`config.mk`:
```
export PLATFORM = sky130hd
export DESIGN_NAME = rf_writeback_driver_flat
export DESIGN_NICKNAME = d
export VERILOG_FILES = /design/src/rtl/rf_writeback_driver_pkg.sv /design/src/rtl/rf_writeback_driver_if.sv /design/src/rtl/rf_wb_fifo.sv /design/src/rtl/rf_writeback_driver.sv /design/src/flat_wrapper.sv
export SDC_FILE = /design/constraint.sdc
export NUM_CORES = 1
export LEC_CHECK = 0
export BUFFER_PORTS_ARGS = -buffer_cell sky130_fd_sc_hd__buf_2
export CAP_MARGIN = 10
export CORE_MARGIN = 1.5
export CORE_UTILIZATION = 52
export DETAILED_ROUTE_END_ITERATION = 10
export GPL_TIMING_DRIVEN = 0
export PLACE_DENSITY = 0.75
export SYNTH_ARGS = -nofsm -noshare
export SYNTH_HDL_FRONTEND = slang
export SYNTH_HIERARCHICAL = 1
export SYNTH_SLANG_ARGS = --single-unit
```
`constraint.sdc`:
```
create_clock -name CLK -period 2.4 [get_ports CLK]
set_input_delay 0.12 -clock CLK [delete_from_list [all_inputs] [get_ports CLK]]
set_output_delay 0.12 -clock CLK [all_outputs]
set_load 0.03 [all_outputs]
```
`src/rtl/rf_writeback_driver_pkg.sv`:
```
// Shared types and constants for the register-file writeback driver slice.
package rf_pkg;

  localparam int unsigned    RF_ADDR_W   = 4;
  localparam int unsigned    RF_NUM_REGS = 16;
  localparam logic [3:0]     RF_PC_REG   = 4'd15;
  localparam int unsigned    RF_DATA_W   = 32;

  typedef struct packed {
    logic [RF_ADDR_W-1:0] dest;
    logic [RF_DATA_W-1:0] data;
  } rf_wb_req_t;

  // Source of the write registered onto the file port at the next edge.
  typedef enum logic [1:0] {
    ISSUE_IDLE = 2'd0,
    ISSUE_DATA = 2'd1,
    ISSUE_PC   = 2'd2
  } rf_issue_e;

  function automatic logic [RF_NUM_REGS-1:0] rf_onehot(input logic [RF_ADDR_W-1:0] idx);
    rf_onehot      = '0;
    rf_onehot[idx] = 1'b1;
  endfunction

endpackage

```
`src/rtl/rf_writeback_driver_if.sv`:
```
// Pipeline-facing writeback handshake plus register-file write port bundle.
interface rf_writeback_driver_if #(
  parameter int unsigned DATA_W = 32
);
  import rf_pkg::*;

  logic                   WB_VALID;
  logic                   WB_READY;
  logic [RF_ADDR_W-1:0]   WB_DEST;
  logic [DATA_W-1:0]      WB_DATA;
  logic                   PC_ADV;
  logic [RF_ADDR_W-1:0]   C;
  logic [DATA_W-1:0]      PW;
  logic                   RFLd;
  logic                   PCLd;
  logic [RF_NUM_REGS-1:0] PEND;

  modport master (
    output WB_VALID, WB_DEST, WB_DATA, PC_ADV,
    input  WB_READY, C, PW, RFLd, PCLd, PEND
  );

  modport slave (
    input  WB_VALID, WB_DEST, WB_DATA, PC_ADV,
    output WB_READY, C, PW, RFLd, PCLd, PEND
  );

endinterface

```
`src/rtl/rf_wb_fifo.sv`:
```
// Writeback request FIFO; exposes per-entry valid bits and destinations for the
// pending-destination scoreboard.
module rf_wb_fifo
  import rf_pkg::*;
#(
  parameter int unsigned DEPTH = 4
) (
  input  logic                            i_clk,
  input  logic                            i_rst_n,
  input  logic                            i_push,
  input  rf_wb_req_t                      i_push_req,
  input  logic                            i_pop,
  output rf_wb_req_t                      o_head,
  output logic                            o_full,
  output logic                            o_empty,
  output logic [DEPTH-1:0]                o_valid,
  output logic [DEPTH-1:0][RF_ADDR_W-1:0] o_dest
);

  localparam int unsigned PTR_W = (DEPTH > 1) ? $clog2(DEPTH) : 1;

  rf_wb_req_t       r_mem [DEPTH];
  logic [PTR_W-1:0] r_wptr;
  logic [PTR_W-1:0] r_rptr;
  logic [PTR_W:0]   r_count;
  logic [DEPTH-1:0] r_valid;
  logic [DEPTH-1:0] w_valid_nxt;
  logic             w_push;
  logic             w_pop;

  assign o_full  = (r_count == (PTR_W+1)'(DEPTH));
  assign o_empty = (r_count == '0);
  assign w_push  = i_push && !o_full;
  assign w_pop   = i_pop && !o_empty;
  assign o_head  = r_mem[r_rptr];
  assign o_valid = r_valid;

  // Push and pop slots can only coincide when empty or full, where one side is blocked.
  always_comb begin
    w_valid_nxt = r_valid;
    if (w_pop)  w_valid_nxt[r_rptr] = 1'b0;
    if (w_push) w_valid_nxt[r_wptr] = 1'b1;
  end

  always_comb begin
    o_dest = '0;
    for (int unsigned i = 0; i < DEPTH; i++) begin
      o_dest[i] = r_mem[i].dest;
    end
  end

  always_ff @(posedge i_clk) begin
    if (!i_rst_n) begin
      r_wptr  <= '0;
      r_rptr  <= '0;
      r_count <= '0;
      r_valid <= '0;
    end else begin
      if (w_push) begin
        r_mem[r_wptr] <= i_push_req;
        r_wptr        <= r_wptr + 1'b1;
      end
      if (w_pop) r_rptr <= r_rptr + 1'b1;
      case ({w_push, w_pop})
        2'b10:   r_count <= r_count + 1'b1;
        2'b01:   r_count <= r_count - 1'b1;
        default: r_count <= r_count;
      endcase
      r_valid <= w_valid_nxt;
    end
  end

endmodule

```
`src/rtl/rf_writeback_driver.sv`:
```
// Register-file write-side client: queues writebacks, issues one write per cycle,
// folds in R15 PC-advance writes. Optional same-cycle bypass: RF_WB_BYPASS_EN.
module rf_writeback_driver
  import rf_pkg::*;
#(
  parameter int unsigned DEPTH  = 4,
  parameter int unsigned DATA_W = 32
) (
  input logic                  CLK,
  input logic                  RST_N,
  rf_writeback_driver_if.slave wb
);

  rf_wb_req_t                       w_head;
  rf_wb_req_t                       w_push_req;
  logic                             w_full;
  logic                             w_empty;
  logic [DEPTH-1:0]                 w_valid;
  logic [DEPTH-1:0][RF_ADDR_W-1:0]  w_dest;
  logic                             w_push;
  logic                             w_pop;
  logic                             w_bypass;
  logic                             w_pc_pend_nxt;
  rf_issue_e                        w_issue;
  logic [RF_NUM_REGS-1:0]           w_pend;

  logic [RF_ADDR_W-1:0] r_c;
  logic [DATA_W-1:0]    r_pw;
  logic                 r_rfld;
  logic                 r_pcld;
  logic                 r_pc_pend;

  assign w_push_req.dest = wb.WB_DEST;
  assign w_push_req.data = wb.WB_DATA;

  rf_wb_fifo #(
    .DEPTH (DEPTH)
  ) u_fifo (
    .i_clk      (CLK),
    .i_rst_n    (RST_N),
    .i_push     (w_push),
    .i_push_req (w_push_req),
    .i_pop      (w_pop),
    .o_head     (w_head),
    .o_full     (w_full),
    .o_empty    (w_empty),
    .o_valid    (w_valid),
    .o_dest     (w_dest)
  );

  always_comb begin
    w_issue = ISSUE_IDLE;
    if (!w_empty)       w_issue = ISSUE_DATA;
    else if (r_pc_pend) w_issue = ISSUE_PC;
  end

  assign w_pop = (w_issue == ISSUE_DATA);

`ifdef RF_WB_BYPASS_EN
  // A registered write already on the port this cycle keeps the port; bypass waits.
  assign w_bypass = w_empty && !r_pc_pend && !r_rfld && wb.WB_VALID;
`else
  assign w_bypass = 1'b0;
`endif

  assign w_push = wb.WB_VALID && !w_full && !w_bypass;

  // Set after clear: a PC_ADV pulse on the same edge as an R15 issue survives.
  always_comb begin
    w_pc_pend_nxt = r_pc_pend;
    if (w_issue == ISSUE_DATA && w_head.dest == RF_PC_REG) w_pc_pend_nxt = 1'b0;
    if (w_issue == ISSUE_PC)                               w_pc_pend_nxt = 1'b0;
    if (wb.PC_ADV)                                         w_pc_pend_nxt = 1'b1;
  end

  always_ff @(posedge CLK) begin
    if (!RST_N) begin
      r_c       <= '0;
      r_pw      <= '0;
      r_rfld    <= 1'b0;
      r_pcld    <= 1'b0;
      r_pc_pend <= 1'b0;
    end else begin
      r_pc_pend <= w_pc_pend_nxt;
      case (w_issue)
        ISSUE_DATA: begin
          r_c    <= w_head.dest;
          r_pw   <= w_head.data;
          r_rfld <= 1'b1;
          r_pcld <= 1'b0;
        end
        ISSUE_PC: begin
          r_c    <= RF_PC_REG;
          r_pw   <= '0;
          r_rfld <= 1'b1;
          r_pcld <= 1'b1;
        end
        default: begin
          r_rfld <= 1'b0;
          r_pcld <= 1'b0;
        end
      endcase
    end
  end

  always_comb begin
    w_pend = '0;
    for (int unsigned i = 0; i < DEPTH; i++) begin
      if (w_valid[i]) w_pend = w_pend | rf_onehot(w_dest[i]);
    end
  end

  always_comb begin
    wb.WB_READY = !w_full;
    wb.PEND     = w_pend;
    wb.C        = r_c;
    wb.PW       = r_pw;
    wb.RFLd     = r_rfld;
    wb.PCLd     = r_pcld;
    if (w_bypass) begin
      wb.C    = wb.WB_DEST;
      wb.PW   = wb.WB_DATA;
      wb.RFLd = 1'b1;
      wb.PCLd = 1'b0;
    end
  end

endmodule

```
`src/flat_wrapper.sv`:
```
// flat-port wrapper written by rule: the top's interface ports become plain ports
module rf_writeback_driver_flat import rf_pkg::*;
#(
  parameter int unsigned DEPTH  = 4,
  parameter int unsigned DATA_W = 32
)
  (CLK, RST_N, wb_WB_VALID, wb_WB_DEST, wb_WB_DATA, wb_PC_ADV, wb_WB_READY, wb_C, wb_PW, wb_RFLd, wb_PCLd, wb_PEND);
  rf_writeback_driver_if #(.DATA_W(DATA_W)) wb_i ();
  input logic CLK;
  input logic RST_N;
  input wire logic [$bits(wb_i.WB_VALID)-1:0] wb_WB_VALID;
  input wire logic [$bits(wb_i.WB_DEST)-1:0] wb_WB_DEST;
  input wire logic [$bits(wb_i.WB_DATA)-1:0] wb_WB_DATA;
  input wire logic [$bits(wb_i.PC_ADV)-1:0] wb_PC_ADV;
  output wire logic [$bits(wb_i.WB_READY)-1:0] wb_WB_READY;
  output wire logic [$bits(wb_i.C)-1:0] wb_C;
  output wire logic [$bits(wb_i.PW)-1:0] wb_PW;
  output wire logic [$bits(wb_i.RFLd)-1:0] wb_RFLd;
  output wire logic [$bits(wb_i.PCLd)-1:0] wb_PCLd;
  output wire logic [$bits(wb_i.PEND)-1:0] wb_PEND;
  assign wb_i.WB_VALID = wb_WB_VALID;
  assign wb_i.WB_DEST = wb_WB_DEST;
  assign wb_i.WB_DATA = wb_WB_DATA;
  assign wb_i.PC_ADV = wb_PC_ADV;
  assign wb_WB_READY = wb_i.WB_READY;
  assign wb_C = wb_i.C;
  assign wb_PW = wb_i.PW;
  assign wb_RFLd = wb_i.RFLd;
  assign wb_PCLd = wb_i.PCLd;
  assign wb_PEND = wb_i.PEND;
  rf_writeback_driver #(.DEPTH(DEPTH), .DATA_W(DATA_W)) u_core (.CLK(CLK), .RST_N(RST_N), .wb(wb_i));
endmodule
```
======== After elaboration in Yosys (flattened, before gate mapping) ========
Memory sizes are Yosys's and may differ from the RTL's. A register that Yosys moved wholly into a read port is not among the register bits.
Index checks and enable logic that the tools add are counted.
operators by class
  $add $sub $neg .......................... 4
  magnitude comparators ................... 12
  equality and inequality tests ........... 6
  mux-type cells .......................... 33
  bitwise logic cells ..................... 6
  reduce and logical (&&, ||, !) cells .... 17
operators by type and width
  operator             count
  $mux 16              4
  $pmux 32 s2          1
  $or 16x16->16        3
  $lt 4x5->1 const B   4
  $demux 1 s4          4
  $ge 4x1->1 const B   4
  $mux 1               14
  $logic_and 1x1->1    10
  $mux 2               4
  $mux 4               2
  $pmux 4 s2           1
  $lt 2x3->1 const B   2
  $pmux 3 s2           1
  $add 2x1->2 const B  2
  $and 4x4->4          1
  $demux 1 s2          2
  $eq 2x1->1 const B   2
  $eq 2x2->1 const B   2
  $eq 4x4->1 const B   1
  $ge 2x1->1 const B   2
  $not 4->4            1
  $or 4x4->4           1
  $reduce_bool 2->1    2
  $add 3x1->3 const B  1
  other kinds (6)      7
storage, ports and cells
  flip-flop bits (word level) ............. 50
  bits in writable memories ............... 144
  bits of input ports ..................... 40
  output and inout bits ................... 55
  logic and storage cells ................. 88
  memories kept ........................... 1
memory list
  memory               words  bits a word  rd ports  clocked after memory_dff  wr ports  line              RTL
  u_core.u_fifo.r_mem  4      36           5         1                         1         rf_wb_fifo.sv:22  rf_wb_req_t r_mem [DEPTH];

======== Longest topological paths before layout ========
An unclocked memory read counts as a cell.
  depth after elaboration ................. 12
  gate-level depth with buffers ........... 12
  mapped depth without buffers ............ 10

======== Hierarchy ========
Netlist, hierarchy kept.
by module, submodules not included
  module               times used  cells an instance  area each (µm²)  seq. area each (µm²)
  rf_wb_fifo           1           276                6115.9           4584.4
  rf_writeback_driver  1           238                1986.9           780.7

======== Worst setup path before layout ========
Ideal clock, no wire load.
  kind .................................... register to register
  from .................................... reg u_core.u_fifo.r_count[0]
  to ...................................... reg u_core.u_fifo.r_count[2]
  data arrival time ....................... 2354 ps
  path slack .............................. -30 ps
  stages on the path, launching flop included .. 13
  buffers on the path ..................... 3
  cell sequence ........................... dfxtp_1 > nor3_1 > buf_2 > clkinv_1 > buf_4 > o31a_2 > buf_6 > ha_1 > inv_1 > fa_1 > xor2_1 > or3_2 > a21boi_0
between the ends
  word-level cells in the longest chain between the ends .. 6
RTL lines
  element                                                 line                       RTL
  from (decl)                                             rf_wb_fifo.sv:25           logic [PTR_W:0] r_count;
  from (signal assigned)                                  rf_wb_fifo.sv:65           2'b10: r_count <= r_count + 1'b1;
  from (signal assigned)                                  rf_wb_fifo.sv:66           2'b01: r_count <= r_count - 1'b1;
  from (signal assigned)                                  rf_wb_fifo.sv:67           default: r_count <= r_count;
  $logic_not 3->1 *                                       rf_wb_fifo.sv:32           assign o_empty = (r_count == '0);
  named net u_core.w_empty                                rf_writeback_driver.sv:17  logic w_empty;
  $mux 2 *                                                rf_writeback_driver.sv:53  if (!w_empty) w_issue = ISSUE_DATA;
  $eq 2x1->1 *                                            rf_writeback_driver.sv:57  assign w_pop = (w_issue == ISSUE_DATA);
  named net u_core.w_pop                                  rf_writeback_driver.sv:21  logic w_pop;
  $logic_and 1x1->1 *                                     rf_wb_fifo.sv:34           assign w_pop = i_pop && !o_empty;
  $eq 2x1->1 / $eq 2x2->1 (equally long branches)         rf_wb_fifo.sv:64           case ({w_push, w_pop})
  $pmux 3 s2 / $reduce_bool 2->1 (equally long branches)  n/a
Mark *: on every way through the listed nets, which the timed path passes. The rest lies on a longest branch.
A chain may end at the register's enable or synchronous reset.

======== Final worst setup path ========
  from .................................... reg u_core.u_fifo.r_count[0]
  to ...................................... reg u_core.u_fifo.r_count[2]
between the ends
  word-level cells in the longest chain between the ends .. 6
RTL lines
  element                                                 line                       RTL
  $eq 3x3->1 *                                            rf_wb_fifo.sv:31           assign o_full = (r_count == (PTR_W+1)'(DEPTH));
  named net u_core.w_full                                 rf_writeback_driver.sv:16  logic w_full;
  $logic_not 1->1 *                                       rf_writeback_driver.sv:66  assign w_push = wb.WB_VALID && !w_full && !w_bypass;
  $logic_and 1x1->1 *                                     rf_writeback_driver.sv:66
  named net u_core.w_push                                 rf_writeback_driver.sv:20  logic w_push;
  $logic_and 1x1->1 *                                     rf_wb_fifo.sv:33           assign w_push = i_push && !o_full;
  $eq 2x1->1 / $eq 2x2->1 (equally long branches)         rf_wb_fifo.sv:64
  $pmux 3 s2 / $reduce_bool 2->1 (equally long branches)  n/a
Marked as above.

==> results by group <==
Global route
  • All-layer global routing usage: 22.0%
  • First-pass GRT wire length: 26.6 mm
  • Initial antenna violation count: 0
  • Largest net degree at the start of global routing: 37
  • Vias in the first global route: 5087
  • GRT overflow: 0

Floorplanning
  • Die height: 128 um
  • Die Wd: 128 um
  • Row Count: 45
  • Core area: 0.0152 mm^2
  • Initial Utilization: 53.3%
  • Io pins: 95
  • Die area: 0.0163 mm^2

Detailed routing
  • Final wirelength: 17.0 mm
  • Vias: 5070
  • Wire length per cell: 19.5 um
  • First DRT Iteration DRCs: 584
  • ANT nets after route: 0
  • DRC Markers: 0
  • TritonRoute pass-1 iters: 5
  • Avg Vias per Cell: 5.79

Timing
  • Tightest Pin Transition: 1.09 ns
  • Slew headroom: 27.0%
  • Pins over their slew limit: 0
  • Final worst path period need: 2.31 ns
  • Endpoints failing hold: 0
  • Hold slack: 0.0728 ns
  • Unrepaired setup endpoints after global routing: false
  • FMAX: 434 MHz
  • Setup violators final: 0
  • Share of the clock period used by the worst path: 96.1%
  • Clk_skew: 0.00737 ns

Clock network
  • CTS Sinks: 196
  • Clock Latency Late Sink: 0.44 ns
  • Worst-path clk slew: 0.06 ns
  • Largest buffer count on any clock path: 2
  • Cts bufs inserted: 17
  • CTS H-tree depth: 4
  • CTS tree: done
  • CTS Root Cell: clkbuf_16

Place
  • Port Buffers: 94
  • Placed cell area: 0.00885 mm^2
  • Placer Congestion: 0.934
  • Placed Cells: 798
  • HPWL after DPL: 10.9 mm

Setup path
  • Worst Setup End Kind: flip-flop
  • Critical Path Start Type: flip-flop
  • CP max FO: 5
  • Critical path class: reg2reg
  • CP required: 2.75 ns
  • WP data arrival: 2.66 ns

Pwr
  • Pint: 6.96 mW
  • Comb power frac: 28.5%
  • Psw: 3.18 mW
  • Clock power frac: 28.1%
  • Power per Cell Area: 1020 mW/mm^2
  • PnR Total Power: 10.1 mW
  • Switching share of power: 31.4%
  • Peak supply drop: 0.000696 V
  • P_leak: 3.64 nW
  • Seq pwr share: 43.4%

Synthesis
  • Most frequent cells after synthesis: edfxtp_1, dfxtp_1, nand2_1
  • Top FF cell, synth: edfxtp_1
  • Post-synth EDFFs: 144
  • Mapped Avg Cell Area: 15.8 um^2
  • Synth top area share: 53.4%
  • Synth unique cells: 45
  • Top post-synthesis cells by area: edfxtp_1, dfxtp_1, mux4_1, mux4_2, a21boi_0
  • FFs w/ async S/R, synth: 0%
  • Number of synthesis warnings: 6
  • Post-Synthesis Net Count: 564
  • Post-synthesis register bit count: 196
  • Post-synth top area cell: edfxtp_1
  • Top-count cell post-synth: edfxtp_1
  • Mapped Cells: 514
  • Mapped Area: 0.00810 mm^2
  • Post-synthesis sequential area ratio: 66.2%

Cells and area
  • Syn-to-layout area delta: 23.1%
  • Cell Count, Final, Fillers Out: 876
  • Share of cells above drive strength 1: 29.7%
  • Layout Nets: 725
  • Fin util: 65.6%
  • Final instance area: 0.00997 mm^2
  • ANT cells: 0

Outcome
  • Status: complete, no violations

Flow run
  • Max Cap Viol: 0

Worst hold path
  • HP Class: in2reg
layout by cell type (no fill, tap or decap), drive strengths merged, types with 5 or more instances in the layout:
cell type    count
a21boi          34
and2             9
dlygate4sd3     37
mux4            36
ha               9
and3b            5
nor2             7
clkbuf          30
nand2b           6
buf            142
dfxtp           52
o21ai            7
nand2           45
edfxtp         144
a22oi           12
nand3           36
o221ai          12
inv             11
nor2b            6
worst max-delay path, stage by stage, from the launching register on:
cell and delay, ns:
dfxtp_4 0.37, nor3b_4 0.26, nor2b_1 0.09, and2b_2 0.23
inv_2 0.08, ha_4 0.14, inv_2 0.04, fa_2 0.35
xor2_1 0.17, or3_4 0.33, a21boi_1 0.16
routing by layer:
layer | vias up | GRT usage [%] | wire, um
li1 | 2320 | - | -
met1 | 2534 | 27.3 | 7020
met2 | 172 | 36.9 | 8690
met3 | 44 | 5.30 | 834
met4 | 0 | 9.65 | 488
met5 | - | 0 | 0
area by class of cell:
| cell class | count | area, um^2 |
|---|---|---|
| Clock buffer | 25 | 517 |
| Sequential cell | 196 | 5380 |
| Clock inverter | 7 | 93.8 |
| Inverter | 11 | 46.3 |
| Buffer | 41 | 298 |
| Multi-Input combinational cell | 265 | 2440 |
| Timing Repair Buffer | 143 | 968 |
| Tap cell | 188 | 235 |
| Fill cell | 1080 | 5230 |
final timing paths:
kind,from,to,slack (ns),cells after the start
setup / recovery,u_core/u_fifo/r_count[0],u_core/u_fifo/r_count[2],0.09,10
hold reg to reg,u_core/wb.PW[2],u_core/wb.PW[2],0.48,2
setup reg to reg,u_core/u_fifo/r_count[0],u_core/u_fifo/r_count[2],0.09,10
hold / removal,RST_N,u_core/u_fifo/r_rptr[1],0.07,3
sequential cells by signal, indices dropped and copies added (netlist names), named ones only:
| name | flops |
|---|---|
| u_core/u_fifo/r_mem | 144 |
| u_core/wb.PW | 32 |
| u_core/u_fifo/o_valid | 4 |
| u_core/wb.C | 4 |
| u_core/u_fifo/r_count | 3 |
| u_core/u_fifo/r_rptr | 2 |
| u_core/u_fifo/r_wptr | 2 |
| u_core/r_pc_pend | 1 |
| u_core/wb.PCLd | 1 |
| u_core/wb.RFLd | 1 |
power groups by stage:
stage                     clock network, mW  registers [mW]  logic (mW)
final                                  2.85            4.41        2.89
after detailed placement                  0            4.46        2.61
after global routing                   3.02            4.45        3.09
after CTS                              2.91            4.40        2.77
after global placement                    0            4.45        2.51
after floorplan                           0            4.90        1.31
stage by stage:
stage	setup WS, ns	TNS (ns)
finish	0.0940	0
CTS	0.0455	0
detailed placement	-0.384	-0.564
global route	0.0279	0
global placement	-0.516	-35.88
floorplan	0.0197	0
timing repair:
| action | in CTS | in global routing |
|---|---|---|
| endpoints found under the setup margin | 2 | 1 |
| hold endpoints to repair | 145 | 0 |
| gates resized for setup | 11 | 7 |
| pin swaps | 3 | 5 |
| setup buffers | 5 | 5 |
| hold buffers | 37 | 0 |
cell families after synthesis:
| logic type | share of synthesized area [%] |
|---|---|
| flip-flops | 66.2 |
| AND/OR/NAND/NOR | 8.42 |
| AO/OA/AOI/OAI | 7.89 |
| buffers and inverters | 4.15 |
| XOR/XNOR | 0.324 |
| adder cells (fa/ha/maj) | 1.64 |
| multiplexers | 11.4 |
Note: power is estimated with default switching activity, not from simulation.
